## config.mk

```make
export PLATFORM = sky130hd
export DESIGN_NAME = alu_arbiter
export DESIGN_NICKNAME = d
export VERILOG_FILES = /design/src/rtl/alu_arb_pkg.sv /design/src/rtl/rr_arb2.sv /design/src/rtl/alu_arbiter.sv
export SDC_FILE = /design/constraint.sdc
export NUM_CORES = 1
export LEC_CHECK = 0
export BUFFER_PORTS_ARGS = -buffer_cell sky130_fd_sc_hd__buf_2
export CAP_MARGIN = 20
export CELL_PAD_IN_SITES_DETAIL_PLACEMENT = 1
export CELL_PAD_IN_SITES_GLOBAL_PLACEMENT = 1
export CORE_UTILIZATION = 32
export CTS_CLUSTER_DIAMETER = 100
export DETAILED_ROUTE_END_ITERATION = 8
export PLACE_DENSITY_LB_ADDON = 0.1
export SLEW_MARGIN = 20
export SYNTH_ARGS = -nofsm -noshare
export SYNTH_HDL_FRONTEND = slang
export SYNTH_SLANG_ARGS = --single-unit
```

## constraint.sdc

```tcl
create_clock -name clk -period 2 [get_ports clk]
set_input_delay 0.1 -clock clk [delete_from_list [all_inputs] [get_ports clk]]
set_output_delay 0.1 -clock clk [all_outputs]
set_load 0.01 [all_outputs]
```

## src/rtl/alu_arb_pkg.sv

```systemverilog
// Shared types and constants for the two-requester ALU arbiter.
// Flag vector layout is {lt, gt, eq, zb, za} with za at bit 0.
package alu_arb_pkg;

  localparam int FLAG_W  = 5;
  localparam int OPC_W   = 3;

  localparam int FLAG_ZA = 0;
  localparam int FLAG_ZB = 1;
  localparam int FLAG_EQ = 2;
  localparam int FLAG_GT = 3;
  localparam int FLAG_LT = 4;

  typedef enum logic [1:0] {
    ST_IDLE  = 2'd0,
    ST_ISSUE = 2'd1,
    ST_RESP  = 2'd2
  } state_e;

endpackage

```

## src/rtl/rr_arb2.sv

```systemverilog
// Combinational 2-way round-robin picker: the requester that did not win
// last time takes a tie, and a lone requester always wins.
module rr_arb2 (
  input  logic [1:0] valid_i,
  input  logic       last_grant_i,
  output logic [1:0] grant_o,
  output logic       grant_idx_o,
  output logic       any_o
);

  always_comb begin
    any_o       = |valid_i;
    grant_idx_o = 1'b0;
    grant_o     = 2'b00;
    if (valid_i == 2'b11) begin
      grant_idx_o = ~last_grant_i;
    end else begin
      grant_idx_o = valid_i[1];
    end
    if (any_o) begin
      grant_o[grant_idx_o] = 1'b1;
    end
  end

endmodule

```

## src/rtl/alu_arbiter.sv

```systemverilog
// Shares one external combinational ALU between two requesters: grant in
// IDLE, drive the ALU from latched operands in ISSUE, hold the result in RESP.
module alu_arbiter
  import alu_arb_pkg::*;
#(
  parameter int DATA_W = 16,
  parameter int NREQ   = 2
) (
  input  logic                   clk,
  input  logic                   rst_n,
  input  logic [NREQ-1:0]        req_valid,
  output logic [NREQ-1:0]        req_ready,
  input  logic [NREQ*DATA_W-1:0] req_a,
  input  logic [NREQ*DATA_W-1:0] req_b,
  input  logic [NREQ*OPC_W-1:0]  req_opcode,
  input  logic [NREQ-1:0]        req_mode,
  output logic [NREQ-1:0]        rsp_valid,
  input  logic [NREQ-1:0]        rsp_ready,
  output logic [2*DATA_W-1:0]    rsp_data,
  output logic [FLAG_W-1:0]      rsp_flags,
  output logic [DATA_W-1:0]      alu_a,
  output logic [DATA_W-1:0]      alu_b,
  output logic [OPC_W-1:0]       alu_opcode,
  output logic                   alu_mode,
  input  logic [2*DATA_W-1:0]    alu_out,
  input  logic                   alu_za,
  input  logic                   alu_zb,
  input  logic                   alu_eq,
  input  logic                   alu_gt,
  input  logic                   alu_lt,
  output logic                   busy
);

  state_e                state_q, state_d;
  logic                  last_grant_q, last_grant_d;
  logic                  gnt_idx_q, gnt_idx_d;
  logic [DATA_W-1:0]     op_a_q, op_a_d;
  logic [DATA_W-1:0]     op_b_q, op_b_d;
  logic [OPC_W-1:0]      opc_q, opc_d;
  logic                  mode_q, mode_d;
  logic [2*DATA_W-1:0]   rsp_data_q, rsp_data_d;
  logic [FLAG_W-1:0]     rsp_flags_q, rsp_flags_d;

  logic [1:0]            arb_grant;
  logic                  arb_idx;
  logic                  arb_any;

  rr_arb2 u_rr_arb2 (
    .valid_i      (req_valid),
    .last_grant_i (last_grant_q),
    .grant_o      (arb_grant),
    .grant_idx_o  (arb_idx),
    .any_o        (arb_any)
  );

  // Last grant resets to requester 1 so that requester 0 wins the first tie.
  always_ff @(posedge clk or negedge rst_n) begin
    if (!rst_n) begin
      state_q      <= ST_IDLE;
      last_grant_q <= 1'b1;
      gnt_idx_q    <= 1'b0;
      op_a_q       <= '0;
      op_b_q       <= '0;
      opc_q        <= '0;
      mode_q       <= 1'b0;
      rsp_data_q   <= '0;
      rsp_flags_q  <= '0;
    end else begin
      state_q      <= state_d;
      last_grant_q <= last_grant_d;
      gnt_idx_q    <= gnt_idx_d;
      op_a_q       <= op_a_d;
      op_b_q       <= op_b_d;
      opc_q        <= opc_d;
      mode_q       <= mode_d;
      rsp_data_q   <= rsp_data_d;
      rsp_flags_q  <= rsp_flags_d;
    end
  end

  always_comb begin
    state_d      = state_q;
    last_grant_d = last_grant_q;
    gnt_idx_d    = gnt_idx_q;
    op_a_d       = op_a_q;
    op_b_d       = op_b_q;
    opc_d        = opc_q;
    mode_d       = mode_q;
    rsp_data_d   = rsp_data_q;
    rsp_flags_d  = rsp_flags_q;
    unique case (state_q)
      ST_IDLE: begin
        if (arb_any) begin
          state_d   = ST_ISSUE;
          gnt_idx_d = arb_idx;
          op_a_d    = arb_idx ? req_a[DATA_W +: DATA_W] : req_a[0 +: DATA_W];
          op_b_d    = arb_idx ? req_b[DATA_W +: DATA_W] : req_b[0 +: DATA_W];
          opc_d     = arb_idx ? req_opcode[OPC_W +: OPC_W] : req_opcode[0 +: OPC_W];
          mode_d    = req_mode[arb_idx];
        end
      end
      ST_ISSUE: begin
        rsp_data_d           = alu_out;
        rsp_flags_d[FLAG_ZA] = alu_za;
        rsp_flags_d[FLAG_ZB] = alu_zb;
        rsp_flags_d[FLAG_EQ] = alu_eq;
        rsp_flags_d[FLAG_GT] = alu_gt;
        rsp_flags_d[FLAG_LT] = alu_lt;
        state_d              = ST_RESP;
      end
      ST_RESP: begin
        // Only the granted requester's ready can retire the response.
        if (rsp_ready[gnt_idx_q]) begin
          last_grant_d = gnt_idx_q;
          state_d      = ST_IDLE;
        end
      end
      default: begin
        state_d = ST_IDLE;
      end
    endcase
  end

  always_comb begin
    req_ready = '0;
    rsp_valid = '0;
    busy      = (state_q != ST_IDLE);
    if (state_q == ST_IDLE) begin
      req_ready = arb_grant;
    end
    if (state_q == ST_RESP) begin
      rsp_valid[gnt_idx_q] = 1'b1;
    end
  end

  // The ALU sees the latched operands at all times, so it never glitches to zero.
  assign alu_a      = op_a_q;
  assign alu_b      = op_b_q;
  assign alu_opcode = opc_q;
  assign alu_mode   = mode_q;
  assign rsp_data   = rsp_data_q;
  assign rsp_flags  = rsp_flags_q;

endmodule

```

Word level (Yosys, flattened, before mapping). Index checks and enable logic that the tools add are counted.

Register bits after elaboration: 77. Bits of input ports: 115. Output and inout bits: 78. Logic and storage cells: 45.

Reduce and logical (&&, ||, !) cells: 8. $lt $le $gt $ge: 4. Bitwise logic cells: 1. Muxes and demuxes: 18. Eq/ne operators: 5.

Operators by type and width (count): two-way mux 16 bit (2); two-way mux 2 bit (5); two-way mux 1 bit (7); case mux 2 bit (3 select lines) (1); AND reduction 2 bit (3); == test 2 bit, second input constant (2); < comparator 1 x 2 -> 1 bit, second input constant (2); inequality test 2 bit, second input constant (2); two-way mux 3 bit (1); demux 1 bit (select 1 bit) (2); == test 2 x 1 -> 1 bit, second input constant (1); greater-or-equal comparator 1 bit, second input constant (2); logical AND 1 bit (2); logical NOT 2 bit (1); nonzero test 2 bit (1); OR reduction 2 bit (1); inverter 1 bit (1).

Logic depth before layout (Yosys ltp).
Depth in word-level cells: 8. Depth in mapped cells: 6. Depth with buffers taken out: 4.

Cells and area by module. From an unflattened synthesis, not the netlist that was laid out.

Cell total of the unflattened synthesis: 262. Area total of the unflattened synthesis: 3337.0 sq um.

By module, submodules not included: alu_arbiter (cells an instance 257, sequential area each 1928.1 sq um, area each 3304.4 sq um, instances 1); rr_arb2 (cells an instance 5, sequential area each 0.0 sq um, area each 32.5 sq um, instances 1).

Worst setup path after synthesis. OpenSTA, ideal clock, no wires.

Path type: flip-flop to flip-flop. From: register last_grant_q. To: register op_a_q[0] (netlist: alu_a[0]). Setup time: 126 ps. Cell stages (with the launch flop): 6. Setup slack: 541 ps. Arrival: 1333 ps. Period minus slack after synthesis: 1459 ps. Data required time: 1874 ps. Buffers on the path: 2. Cells stage by stage: dfstp_2 -> nand2_1 -> and3_1 -> buf_2 -> buf_2 -> a221o_1.

Word-level cells in the longest chain between the ends: 3.

RTL lines: start, declared (RTL line alu_arbiter.sv:35) `logic last_grant_q, last_grant_d;`; start signal, assigned (RTL line alu_arbiter.sv:70) `last_grant_q <= last_grant_d;`; inverter 1 bit (RTL line rr_arb2.sv:16) `grant_idx_o = ~last_grant_i;`; two-way mux 1 bit (RTL line rr_arb2.sv:15) `if (valid_i == 2'b11) begin`; two-way mux 16 bit (RTL line alu_arbiter.sv:96) `op_a_d = arb_idx ? req_a[DATA_W +: DATA_W] : req_a[0 +: DATA_W];`; end signal, assigned (RTL line alu_arbiter.sv:72) `op_a_q <= op_a_d;`; end, declared (RTL line alu_arbiter.sv:37) `logic [DATA_W-1:0] op_a_q, op_a_d;`.

No other way between the ends. A chain may end at the register's enable or synchronous reset.

Worst setup path after layout.
From: register last_grant_q. To: output port req_ready[0].

Word-level cells in the longest chain between the ends: 8. Elaborated cells on any way between the ends: 9. Classes of those cells: order compare (2); mux (5); bitwise (1); reduce/logical (1).

RTL lines: inverter 1 bit (*) (RTL line rr_arb2.sv:16); two-way mux 1 bit (*) (RTL line rr_arb2.sv:15); < comparator 1 x 2 -> 1 bit (implied by the code) / greater-or-equal comparator 1 bit (equally long branches) (RTL line rr_arb2.sv:21) `grant_o[grant_idx_o] = 1'b1;`; logical AND 1 bit (implied by the code) (RTL line rr_arb2.sv:21); two-way mux 1 bit (implied by the code) (RTL line rr_arb2.sv:21); demux 1 bit (select 1 bit) (*); two-way mux 2 bit (*) (RTL line rr_arb2.sv:20) `if (any_o) begin`; two-way mux 2 bit (*) (RTL line alu_arbiter.sv:128) `if (state_q == ST_IDLE) begin`; end, declared (RTL line alu_arbiter.sv:12) `output logic [NREQ-1:0] req_ready,`.

Mark *: on every way between the ends. The rest lies on a longest branch, timed or not.

==> key figures <==
Outcome
  – Outcome: finished, final reports clean

Routing
  – First-pass DRT Iterations: 4
  – Drc violations: 0
  – Avg WL per Cell: 17.9 µm
  – Vias per cell: 4.79
  – DR vias: 3177
  – DRT iter0 DRCs: 83
  – ANT nets after route: 0
  – Routed WL: 11900 µm

Worst setup path
  – Highest-delay cell along the critical path: dfstp_2
  – CP Class: register to output pin
  – Crit. path cell count: 4
  – Worst path arrival time: 1.63 ns
  – Largest stage delay on the critical path: 0.57 ns
  – Cells along the critical path: nand2b_1, and3_1, buf_12, buf_2
  – R2r worst-path depth: 4
  – CP Launch Point: last_grant_q
  – Crit end category: output pin
  – Crit Reg-Reg Startpoint: state_q[0]
  – Worst Path Required: 1.90 ns
  – Cell family with most CP delay: flip-flops
  – CP Launch Type: register
  – Largest fanout on the critical path: 37
  – Buffers plus inverters on the worst setup path: 2

Timing
  – Hold Fails Final Rpt: 0
  – RSZ-0062 raised after global routing: no
  – Pins Over Slew Limit: 0
  – Post-route setup TNS: 0 ns
  – Worst relative slew slack: 51.5%
  – Fin crit period: 1.73 ns
  – Final setup viols: 0
  – Maximum clock rate: 0.578 GHz
  – Period Utilization, post-route: 86.5%
  – Slew of the pin with the lowest slew margin: 0.727 ns
  – Setup Skew: 0.0118 ns

Worst hold path
  – Hold Startpoint: rsp_ready[0]
  – Hold Path Cell Cnt: 3
  – HP Class: input pin to register

Placement
  – Placed Area: 0.00431 mm²
  – Final GP Congestion: 0.685
  – PortBufs: 192
  – Placed insts: 537
  – Dpl hpwl: 6650 µm

Synth
  – Gate Count Post-Synth: 226
  – Post-synth EDFFs: 0
  – Syn Nets: 341
  – Asr flop ratio synth: 100%
  – Prevailing post-synth register cell: dfrtp_1
  – Unique masters post-synth: 21
  – Yosys warnings: 0
  – Syn Area/Cell: 14.2 µm²
  – Netlist Area Pre-Place: 0.00321 mm²
  – Sequential share of the synthesized area: 60.1%
  – Synth Register Bits: 77

Floorplanning
  – Die X: 102 µm
  – Initial core utilization: 33.0%
  – CORE AREA: 0.00973 mm²
  – I/O pin cnt: 193
  – Std-Cell Rows: 36
  – Die span in y: 102 µm
  – Die area: 0.0104 mm²

CTS
  – H-tree depth: 3
  – Maximum clock path buffer count: 2
  – Worst-path clk slew: 0.07 ns
  – CTS tree: built
  – Post_cts resized: 0
  – Clk sinks: 77
  – CTS root buffer: clkbuf_8
  – Worst skew pair latency: 0.35 ns
  – TritonCTS buffer count: 9

Finish
  – Post-route cell area: 0.00559 mm²
  – Share of cells above drive strength 1: 47.9%
  – Post-Layout Cell Count: 663
  – Antenna Cells: 0
  – Layout Nets: 640
  – Area grow syn2layout: 74.2%

Global route
  – Largest net degree at the start of global routing: 49
  – Congestion Overflow GR: 0
  – First-pass GRT wire length: 18500 µm
  – Vias in the first global route: 3627
  – Number of antenna violations at the first check in global routing: 0
  – Total GRT Usage: 23.5%

Job
  – Max cap viols: 0

Power and ir drop
  – Power density over cell area: 1340 mW/mm²
  – Static Leakage: 2.71 nW
  – Peak VDD IR: 0.534 mV
==> worst min-delay path: stages <==
cell	delay [ns]
buf_2	0.10
nand2_1	0.05
a22o_1	0.12
==> cell usage in the layout, fill, tap and decap left out, types with 3 or more instances in the layout <==
cell type and instances:
nand2b_1 3, buf_12 3, mux2_2 38, buf_2 191, dfrtp_1 76, clkbuf_8 11
o21a_1 36, a221o_1 36, dlygate4sd3_1 110, clkbuf_1 3, buf_4 4
==> flip-flops by register name, indices dropped and copies added, names as in the netlist <==
| register | cells |
|---|---|
| state_q | 2 |
| alu_a | 16 |
| last_grant_q | 1 |
| alu_mode | 1 |
| rsp_data | 32 |
| gnt_idx_q | 1 |
| rsp_flags | 5 |
| alu_opcode | 3 |
| alu_b | 16 |
==> cell usage after synthesis, types with 2 or more instances <==
cell type	n	area [µm²]
and3_1	2	12.5
nand2_1	2	7.51
nand2b_1	4	25.0
clkbuf_1	5	18.8
mux2_2	38	428
buf_2	9	45.0
nor2_1	3	11.3
buf_6	3	33.8
buf_4	2	15.0
a221o_1	36	360
dfrtp_1	76	1900
o21a_1	36	270
o21ai_0	2	10.0
==> routing by layer <==
metal	track usage, %	vias to the layer above	wire (µm)	share of wire [%]
met2	43.3	125	6370	54
met3	4.99	15	702	5.9
met4	9.34	0	206	1.7
met5	0	-	0	0
li1	-	1455	-	-
met1	26.5	1582	4600	39
==> kinds of logic (layout without fill, tap and decap cells) <==
group | Yosys count | in the layout | synth area share [%]
mux | 38 | 38 | 13.3
compound gates | 76 | 76 | 20.5
flops | 77 | 77 | 60.1
buf+inv | 21 | 325 | 3.74
simple gates | 14 | 14 | 2.34
==> metrics by stage <==
step / setup slack, ns / utilization (%) / power, W / hold WS, ns
floorplan: 0.541 / - / 0.00486 / -0.196
global placement: 0.494 / 44.3 / 0.00607 / 0.0665
detailed placement: 0.449 / 44.3 / 0.00619 / 0.0671
CTS: 0.234 / 57.4 / 0.00746 / 0.0471
global route: 0.161 / 57.4 / 0.00801 / 0.0660
finish: 0.269 / 57.4 / 0.00748 / 0.0609
==> path summary, 6_finish.rpt <==
check | slack (ns) | to
setup / recovery | 0.27 | req_ready[0]
hold / removal | 0.06 | last_grant_q
setup reg to reg | 0.42 | alu_b[10]
hold reg to reg | 0.50 | rsp_data[31]
max in group asynchronous | 1.12 | last_grant_q
min in group asynchronous | 0.23 | alu_b[11]
==> where the power goes <==
part	internal [W]	switching, W
combinational	0.00187	0.00174
clock	0.000517	0.000550
sequential	0.00235	0.000449
total	0.00474	0.00274
==> area by class of cell <==
class | count | area, µm²
Multi-Input combinational cell | 128 | 1170
Fill cell | 1065 | 4140
Sequential cell | 77 | 1930
Timing Repair Buffer | 308 | 2150
Clock inverter | 2 | 10.0
Inverter | 1 | 3.75
Tap cell | 133 | 166
Clock buffer | 14 | 163
==> what timing repair did <==
action / 4_1_cts / 5_1_grt
setup buffers: 0 / 0
hold buffers: 110 / 0
hold endpoints to repair: 102 / 0
(Power assumes the default switching activity.)
